<file path="src/rtl/hir_fu_issuer.sv">
`default_nettype none
// ============================================================================
//  Module   : hir_fu_issuer
//  Purpose  : Initiator side of the HIR fixed-latency functional-unit
//             interface. Accepts operand pairs on a valid/ready request
//             port, issues them to a non-stallable unit (fu_in1/fu_in2/
//             fu_tstart) and collects the results in a response FIFO.
//             Each in-flight op reserves a FIFO slot (credit) when it is
//             issued, so a result can never arrive at a full FIFO.
//
//  Ports    : clk, rst (async, active-high)
//             req_valid/req_ready/req_a/req_b  - operand request port
//             fu_in1/fu_in2/fu_tstart          - registered unit drive
//             fu_out                           - unit result
//             rsp_valid/rsp_ready/rsp_data     - response port (FWFT)
//             busy                             - work in flight or queued
//             perf_issued/perf_stalls          - only with HIR_ISSUER_PERF_EN
//
//  Options  : `define HIR_ISSUER_PERF_EN adds the issue and stall counters.
//
//  Revision : 1.0 - initial release
// ============================================================================
module hir_fu_issuer #(
    parameter int WIDTH      = 32,
    parameter int LATENCY    = 1,
    parameter int FIFO_DEPTH = 4
) (
    input  logic             clk,
    input  logic             rst,
    input  logic             req_valid,
    output logic             req_ready,
    input  logic [WIDTH-1:0] req_a,
    input  logic [WIDTH-1:0] req_b,
    output logic [WIDTH-1:0] fu_in1,
    output logic [WIDTH-1:0] fu_in2,
    output logic             fu_tstart,
    input  logic [WIDTH-1:0] fu_out,
    output logic             rsp_valid,
    input  logic             rsp_ready,
    output logic [WIDTH-1:0] rsp_data,
`ifdef HIR_ISSUER_PERF_EN
    output logic [31:0]      perf_issued,
    output logic [31:0]      perf_stalls,
`endif
    output logic             busy
);

    // Counters must hold the value FIFO_DEPTH itself.
    localparam int CNT_W = $clog2(FIFO_DEPTH + 1);
    localparam int PTR_W = (FIFO_DEPTH > 1) ? $clog2(FIFO_DEPTH) : 1;
    localparam int SUM_W = CNT_W + 1;

    // ------------------------------------------------------------------
    // State
    // ------------------------------------------------------------------
    logic [WIDTH-1:0]   fu_in1_q, fu_in1_d;
    logic [WIDTH-1:0]   fu_in2_q, fu_in2_d;
    logic               fu_tstart_q, fu_tstart_d;
    logic [LATENCY-1:0] vld_q, vld_d;
    logic [CNT_W-1:0]   outstanding_q, outstanding_d;
    logic [CNT_W-1:0]   count_q, count_d;
    logic [PTR_W-1:0]   wr_ptr_q, wr_ptr_d;
    logic [PTR_W-1:0]   rd_ptr_q, rd_ptr_d;
    logic [WIDTH-1:0]   mem_q [FIFO_DEPTH];
    logic [WIDTH-1:0]   mem_d [FIFO_DEPTH];

    logic               w_fire;
    logic               w_capture;
    logic               w_pop;
    logic [SUM_W-1:0]   w_credit_used;

    // Pointer advance with wrap; depth need not be a power of two.
    function automatic logic [PTR_W-1:0] ptr_inc(input logic [PTR_W-1:0] p);
        if (p == PTR_W'(FIFO_DEPTH - 1)) begin
            return '0;
        end
        return p + PTR_W'(1);
    endfunction

    // ------------------------------------------------------------------
    // Handshakes. Credit uses registered state only, so a pop in this
    // cycle frees a slot for the next cycle, never the current one.
    // ------------------------------------------------------------------
    always_comb begin
        w_credit_used = {1'b0, outstanding_q} + {1'b0, count_q};
        req_ready     = w_credit_used < SUM_W'(FIFO_DEPTH);
        w_fire        = req_valid & req_ready;
        w_capture     = vld_q[LATENCY-1];
        rsp_valid     = (count_q != '0);
        w_pop         = rsp_valid & rsp_ready;
    end

    // ------------------------------------------------------------------
    // Issue registers: operands hold their last value when idle.
    // ------------------------------------------------------------------
    always_comb begin
        fu_in1_d    = fu_in1_q;
        fu_in2_d    = fu_in2_q;
        fu_tstart_d = w_fire;
        if (w_fire) begin
            fu_in1_d = req_a;
            fu_in2_d = req_b;
        end
    end

    // ------------------------------------------------------------------
    // In-flight tracker: vld[0] follows the registered issue pulse, so an
    // op fired at edge E reaches vld[LATENCY-1] and is captured at
    // edge E+1+LATENCY.
    // ------------------------------------------------------------------
    generate
        if (LATENCY == 1) begin : g_vld_single
            always_comb begin
                vld_d = fu_tstart_q;
            end
        end else begin : g_vld_chain
            always_comb begin
                vld_d = {vld_q[LATENCY-2:0], fu_tstart_q};
            end
        end
    endgenerate

    // ------------------------------------------------------------------
    // Counters and FIFO. Fire, capture and pop may all happen in the same
    // cycle; counters move by the net delta.
    // ------------------------------------------------------------------
    always_comb begin
        outstanding_d = outstanding_q + CNT_W'(w_fire) - CNT_W'(w_capture);
        count_d       = count_q + CNT_W'(w_capture) - CNT_W'(w_pop);
        wr_ptr_d      = w_capture ? ptr_inc(wr_ptr_q) : wr_ptr_q;
        rd_ptr_d      = w_pop ? ptr_inc(rd_ptr_q) : rd_ptr_q;
        mem_d         = mem_q;
        if (w_capture) begin
            mem_d[wr_ptr_q] = fu_out;
        end
    end

    always_ff @(posedge clk or posedge rst) begin
        if (rst) begin
            fu_in1_q      <= '0;
            fu_in2_q      <= '0;
            fu_tstart_q   <= 1'b0;
            vld_q         <= '0;
            outstanding_q <= '0;
            count_q       <= '0;
            wr_ptr_q      <= '0;
            rd_ptr_q      <= '0;
            for (int i = 0; i < FIFO_DEPTH; i++) begin
                mem_q[i] <= '0;
            end
        end else begin
            fu_in1_q      <= fu_in1_d;
            fu_in2_q      <= fu_in2_d;
            fu_tstart_q   <= fu_tstart_d;
            vld_q         <= vld_d;
            outstanding_q <= outstanding_d;
            count_q       <= count_d;
            wr_ptr_q      <= wr_ptr_d;
            rd_ptr_q      <= rd_ptr_d;
            mem_q         <= mem_d;
        end
    end

    // ------------------------------------------------------------------
    // Outputs. rsp_data shows the head slot even when empty (stale value).
    // ------------------------------------------------------------------
    always_comb begin
        fu_in1    = fu_in1_q;
        fu_in2    = fu_in2_q;
        fu_tstart = fu_tstart_q;
        rsp_data  = mem_q[rd_ptr_q];
        busy      = (outstanding_q != '0) || (count_q != '0);
    end

`ifdef HIR_ISSUER_PERF_EN
    // ------------------------------------------------------------------
    // Performance counters, free-running and wrapping.
    // ------------------------------------------------------------------
    logic [31:0] perf_issued_q, perf_issued_d;
    logic [31:0] perf_stalls_q, perf_stalls_d;

    always_comb begin
        perf_issued_d = perf_issued_q + 32'(w_fire);
        perf_stalls_d = perf_stalls_q + 32'(req_valid & ~req_ready);
    end

    always_ff @(posedge clk or posedge rst) begin
        if (rst) begin
            perf_issued_q <= '0;
            perf_stalls_q <= '0;
        end else begin
            perf_issued_q <= perf_issued_d;
            perf_stalls_q <= perf_stalls_d;
        end
    end

    always_comb begin
        perf_issued = perf_issued_q;
        perf_stalls = perf_stalls_q;
    end
`endif

endmodule
`default_nettype wire

</file>
<file path="config.mk">
export PLATFORM = sky130hd
export DESIGN_NAME = hir_fu_issuer
export DESIGN_NICKNAME = d
export VERILOG_FILES = /design/src/rtl/hir_fu_issuer.sv
export SDC_FILE = /design/constraint.sdc
export NUM_CORES = 1
export LEC_CHECK = 0
export ABC_AREA = 1
export CORE_ASPECT_RATIO = 1.25
export CORE_UTILIZATION = 50
export CTS_CLUSTER_DIAMETER = 150
export DETAILED_ROUTE_END_ITERATION = 7
export MAX_ROUTING_LAYER = met4
export PLACE_DENSITY_LB_ADDON = 0.3
export SLEW_MARGIN = 20
export SYNTH_ARGS = -nofsm -noshare
export SYNTH_HDL_FRONTEND = slang
export SYNTH_SLANG_ARGS = --single-unit
</file>
<file path="constraint.sdc">
create_clock -name clk -period 7.6 [get_ports clk]
set_input_delay 1.52 -clock clk [delete_from_list [all_inputs] [get_ports clk]]
set_output_delay 1.52 -clock clk [all_outputs]
set_load 0.01 [all_outputs]
</file>
==> run metrics, run 1 <==
Worst Tran Pin Value=around 1.1 ns; Post-Syn Nets=between 1000 and 1500; core area=approximately 0.017 mm²; Worst VDD drop=287 µV; drt pass-1 iters=4; most frequent cells in the layout=nand2_1 (265), dfrtp_1 (203), clkdlybuf4s50_1 (198); ys flop type=dfrtp_1; Post-synth EDFFs=0; Setup Slack @ Placement=3.15 ns; Final Non-Filler Cells=1364; clock-pin slew on the worst setup and hold paths=0.06 ns; max_cap viols=0; CP Buf/Inv Count=2; wire per inst=16.2 µm; Seq/Total Area, Yosys=0.582; Die Wd=120 µm; final hold viol count=0; fin nets=1245; Hold Crit Class=flop to flop; Setup Buffers After CTS=0; global-route wire length before repair=between 30 and 40 mm; outcome=complete, no violations; RSZ-0062 raised after global routing=false; overall routing resource usage=0.261; critical path fanouts, max=68; Yosys reg bits=about 200; CP max-delay cell=inv_2; DRC viols=0; Critical Path End Type=output pin; slowest stage delay, CP=0.86 ns; Static Leak=5.42 nW; commonest non-fill, non-tap cell in the layout=nand2_1; CTS Root Cell=clkbuf_16; Cells after Synth=977; CTS resizes=0; initial antenna violation count=0; P&R area growth vs syn=29.7%; Vias/cell=5.43; Final GP Congestion=a little under 0.8; Die Ht=around 150 µm; Tmin final=roughly 4.7 ns; Pwr per Cell Area=approximately 460 mW/mm²; Placed Instances=1330; syn_area_per_cell=8.98 µm²; CP startpoint kind=flop; Skew-Pair Late Insertion Delay=0.48 ns; YS warnings=0; critical path arrival=approximately 3.2 ns; largest net degree at the start of global routing=150; Setup TNS Final=0 ns; die area=about 0.018 mm²; buffer depth of the longest clock path=3; total gr overflow=0; Crit Path Class=flop to output pin; Fill cells=between 1000 and 1500; vias=7412; PortBufs=199; post-DP HPWL=13.1 mm; Worst Skew=0.00839 ns; 1st-iter DRT viols=513; fraction of layout cells with a size suffix above 1=0.0428; total CTS buffers=20; Slew Limit Fails=0; # IOs=200; worst-path cell chain=inv_2, o21ai_0, o22ai_1, clkdlybuf4s50_1; asr flop ratio synth=1.00; CTS Hold Buffers Added=0; H-tree depth=1; CTS tree=done; Distinct cells, synth=24; Antenna Diode Count=0; Row Count=53; setup ws final=2.90 ns; Setup violations, final=0; Fmax achieved=213 MHz; worst relative slew slack=0.288; drt total wl=22.1 mm; vias in the first global route=7261; Synth Cell Area=0.00877 mm²; Initial Util=0.517; CP Data Required Time=6.08 ns; Post-DRT Antenna Nets=0; CTS sink cnt=204; delay-heaviest family, CP=buffers and inverters; final worst-path cycle share=0.618
==> layout make-up <==
cell class	instances	area, µm²	area share
Multi-Input combinational cell	650	3120	0.274
Tap cell	220	275	0.0242
Timing Repair Buffer	206	2040	0.179
Inverter	50	200	0.0176
Sequential cell	204	5110	0.449
Clock inverter	4	20.0	0.00176
Clock buffer	30	609	0.0536
==> logic make-up (layout without fill, tap and decap cells) <==
| group | after synthesis | in the layout | share of synthesized area |
|---|---|---|---|
| buf+inv | 123 | 290 | 0.0651 |
| simple gates | 405 | 405 | 0.194 |
| flops | 204 | 204 | 0.582 |
| xor+xnor | 4 | 4 | 0.00399 |
| fa+ha+maj | 13 | 13 | 0.0203 |
| compound gates | 228 | 228 | 0.135 |
==> sequential cells by signal, indices dropped and copies added (netlist names) <==
name           flops
outstanding_q      3
fu_in2            32
count_q            3
rd_ptr_q           2
fu_tstart          1
wr_ptr_q           2
vld_q              1
fu_in1            32
mem_q            128
==> per-layer routing <==
layer	global-route usage	routed length, µm	vias up
li1	-	-	3552
met1	0.333	9350	3570
met2	0.426	10800	263
met3	0.0556	1640	27
met4	0.0673	302	0
met5	-	0	-
==> worst paths after layout <==
path	from	end	slack [ns]	cells past startpoint
min	fu_tstart	vld_q	0.38	0
max in group asynchronous	rst	fu_in2[4]	4.86	3
min in group asynchronous	rst	fu_in2[21]	1.57	2
max	rd_ptr_q[0]	rsp_data[2]	2.90	4
min reg2reg	fu_tstart	vld_q	0.38	0
max reg2reg	outstanding_q[1]	outstanding_q[2]	4.66	10
==> Yosys cell counts, drive strengths merged, types with 2 or more instances <==
cell / count / area, µm²
nand4: 65 / 407
o21ai: 195 / 976
o22ai: 32 / 200
nand2: 269 / 1020
clkbuf: 26 / 100
buf: 47 / 283
nor2: 67 / 251
dfrtp: 204 / 5100
ha: 11 / 138
fa: 2 / 40.0
nand3: 2 / 15.0
inv: 50 / 188
xnor2: 4 / 35.0
==> stage by stage <==
stage	hold slack [ns]	power, mW	cell area, µm²	utilization
finish	0.375	5.26	11400	0.670
detailed placement	0.369	4.32	10700	0.632
CTS	0.381	5.30	11400	0.669
global placement	0.364	4.25	10700	0.632
global route	0.392	5.68	11400	0.670
floorplan	0.416	3.31	8770	-
==> power breakdown <==
| part | switching (mW) | total (mW) | internal [mW] |
|---|---|---|---|
| sequential | 0.368 | 2.00 | 1.63 |
| combinational | 1.22 | 2.30 | 1.08 |
| clock | 0.399 | 0.951 | 0.552 |
Power figures use the tool's default switching activity.
==> run 2: changes to the inputs <==
==> constraint.sdc (replaced) <==
create_clock -name clk -period 4.7 [get_ports clk]
set_input_delay 0.94 -clock clk [delete_from_list [all_inputs] [get_ports clk]]
set_output_delay 0.94 -clock clk [all_outputs]
set_load 0.01 [all_outputs]
==> run 2 against run 1 <==
Global-route usage fell by 0.20 points. Core utilization grew 1.1 points. Combinational power up 66%. Sequential share of layout area down 0.73 points. Via count is 0.58% lower. Non-clock buffer count up 1. Sequential cell count did not move. Design area is 1.6% higher. Critical path depth stayed put. Clock skew hardly changed. Hold slack improved by 0.0089 ns. Largest power group unchanged.
==> run metrics, run 2 (same netlist as run 1, synthesis figures left out) <==
Final GP Congestion=approximately 0.76; DRC viols=0; Post-DRT Antenna Nets=0; largest net degree at the start of global routing=135; Reg power frac=0.356; H-tree depth=1; final instance area=0.0116 mm²; most frequent cells in the layout=nand2_1 (265), dfrtp_1 (203), clkdlybuf4s50_1 (198); fin nets=1247; worst-path cell chain=inv_1, o21ai_0, o22ai_1, clkdlybuf4s50_1; post-DP HPWL=13.3 mm; CP Launch Point=rd_ptr_q[1]; global-route wire length before repair=36.4 mm; critical path arrival=2.74 ns; Worst VDD drop=544 µV; Row Count=53; Tmin final=3.68 ns; final worst-path cycle share=0.783; drt pass-1 iters=5; Biggest register=mem_q; 1st-iter DRT viols=approximately 500; Area after DPL=0.0107 mm²; max reg flops=128; final hold viol count=0; Net Sw Frac=0.367; wire per inst=around 16 µm; CP startpoint kind=flop; Worst Skew=about 0.0088 ns; PortBufs=199; critical path fanouts, max=32; Vias/cell=5.38; Worst Tran Pin Value=1.09 ns; total gr overflow=0; Static Leak=5.51 nW; Setup Buffers After CTS=0; max_cap viols=0; Crit Path Class=flop to output pin; worst r2r src=outstanding_q[1]; buffer depth of the longest clock path=3; initial antenna violation count=1; RSZ-0062 raised after global routing=false; CTS Root Cell=clkbuf_16; Critical Path End Type=output pin; die area=0.0181 mm²; Skew-Pair Late Insertion Delay=0.49 ns; CP Data Required Time=3.76 ns; Setup violations, final=0; Fmax achieved=272 MHz; Pwr per Cell Area=roughly 770 mW/mm²; combinational power share=0.432; Psw=3.25 mW; CP max-delay cell=inv_1; Hold Crit Class=flop to flop; # IOs=200; core area=0.0170 mm²; CTS sink cnt=204; worst relative slew slack=0.275; P&R area growth vs syn=31.7%; total CTS buffers=21; drt total wl=22.0 mm; CTS tree=done; Die Ht=150 µm; Setup TNS Final=0 ns; CTS Hold Buffers Added=0; fraction of layout cells with a size suffix above 1=0.0497; Initial Util=0.517; CTS resizes=0; Die Wd=120 µm; clock-pin slew on the worst setup and hold paths=0.06 ns; Worst Hold Launch=fu_tstart; Slew Limit Fails=0; slowest stage delay, CP=around 0.8 ns; Int Power=between 5 and 6 mW; commonest non-fill, non-tap cell in the layout=nand2_1; Clk pwr share=0.212; outcome=complete, no violations; vias in the first global route=about 7300; overall routing resource usage=0.259; vias=7369
-- run 2: routing by layer --
layer | wire (µm) | vias up | global-route usage
met5 | 0 | - | -
met4 | 401 | 0 | 0.0796
met3 | 1480 | 33 | 0.0499
met2 | 11000 | 253 | 0.431
met1 | 9140 | 3519 | 0.321
li1 | - | 3564 | -
-- run 2: path summary, 6_finish.rpt --
path | end | slack, ns | cells past startpoint
worst max-delay path | rsp_data[1] | 1.02 | 4
worst min-delay path | vld_q | 0.38 | 0
worst max register to register | outstanding_q[1] | 2.24 | 9
worst min register to register | vld_q | 0.38 | 0
max in group asynchronous | fu_in2[20] | 2.99 | 3
min in group asynchronous | mem_q[57] | 1.00 | 3
-- run 2: final cells by class --
| type | count | area (µm²) |
|---|---|---|
| Antenna cell | 1 | 2.50 |
| Clock buffer | 28 | 622 |
| Clock inverter | 9 | 173 |
| Fill cell | 1391 | 5420 |
| Inverter | 50 | 191 |
| Multi-Input combinational cell | 650 | 3130 |
| Sequential cell | 204 | 5110 |
| Tap cell | 220 | 275 |
| Timing Repair Buffer | 207 | 2060 |
-- run 2: power by group through the flow --
| stage | registers [mW] | clock network [mW] | logic (mW) |
|---|---|---|---|
| floorplan | 3.16 | 0 | 2.19 |
| global placement | 3.14 | 0 | 3.74 |
| detailed placement | 3.15 | 0 | 3.85 |
| CTS | 3.15 | 1.91 | 3.86 |
| global route | 3.25 | 1.99 | 4.29 |
| finish | 3.15 | 1.88 | 3.82 |
-- run 2: metrics by stage --
step / utilization / std cells / setup slack, ns / hold WS, ns / power [mW]
floorplan: - / 977 / 1.12 / 0.416 / 5.35
global placement: 0.633 / 1331 / 1.64 / 0.371 / 6.88
finish: 0.681 / 1369 / 1.02 / 0.384 / 8.85
CTS: 0.680 / 1368 / 1.02 / 0.392 / 8.92
detailed placement: 0.633 / 1331 / 1.55 / 0.381 / 7.00
global route: 0.681 / 1369 / 0.796 / 0.405 / 9.53
-- run 2: critical path: cells and delay by family, from the launching register on --
family,cells,cell delay (ns)
AO/OA/AOI/OAI,2,0.49
buffers and inverters,2,1.41
flip-flops,1,0.37
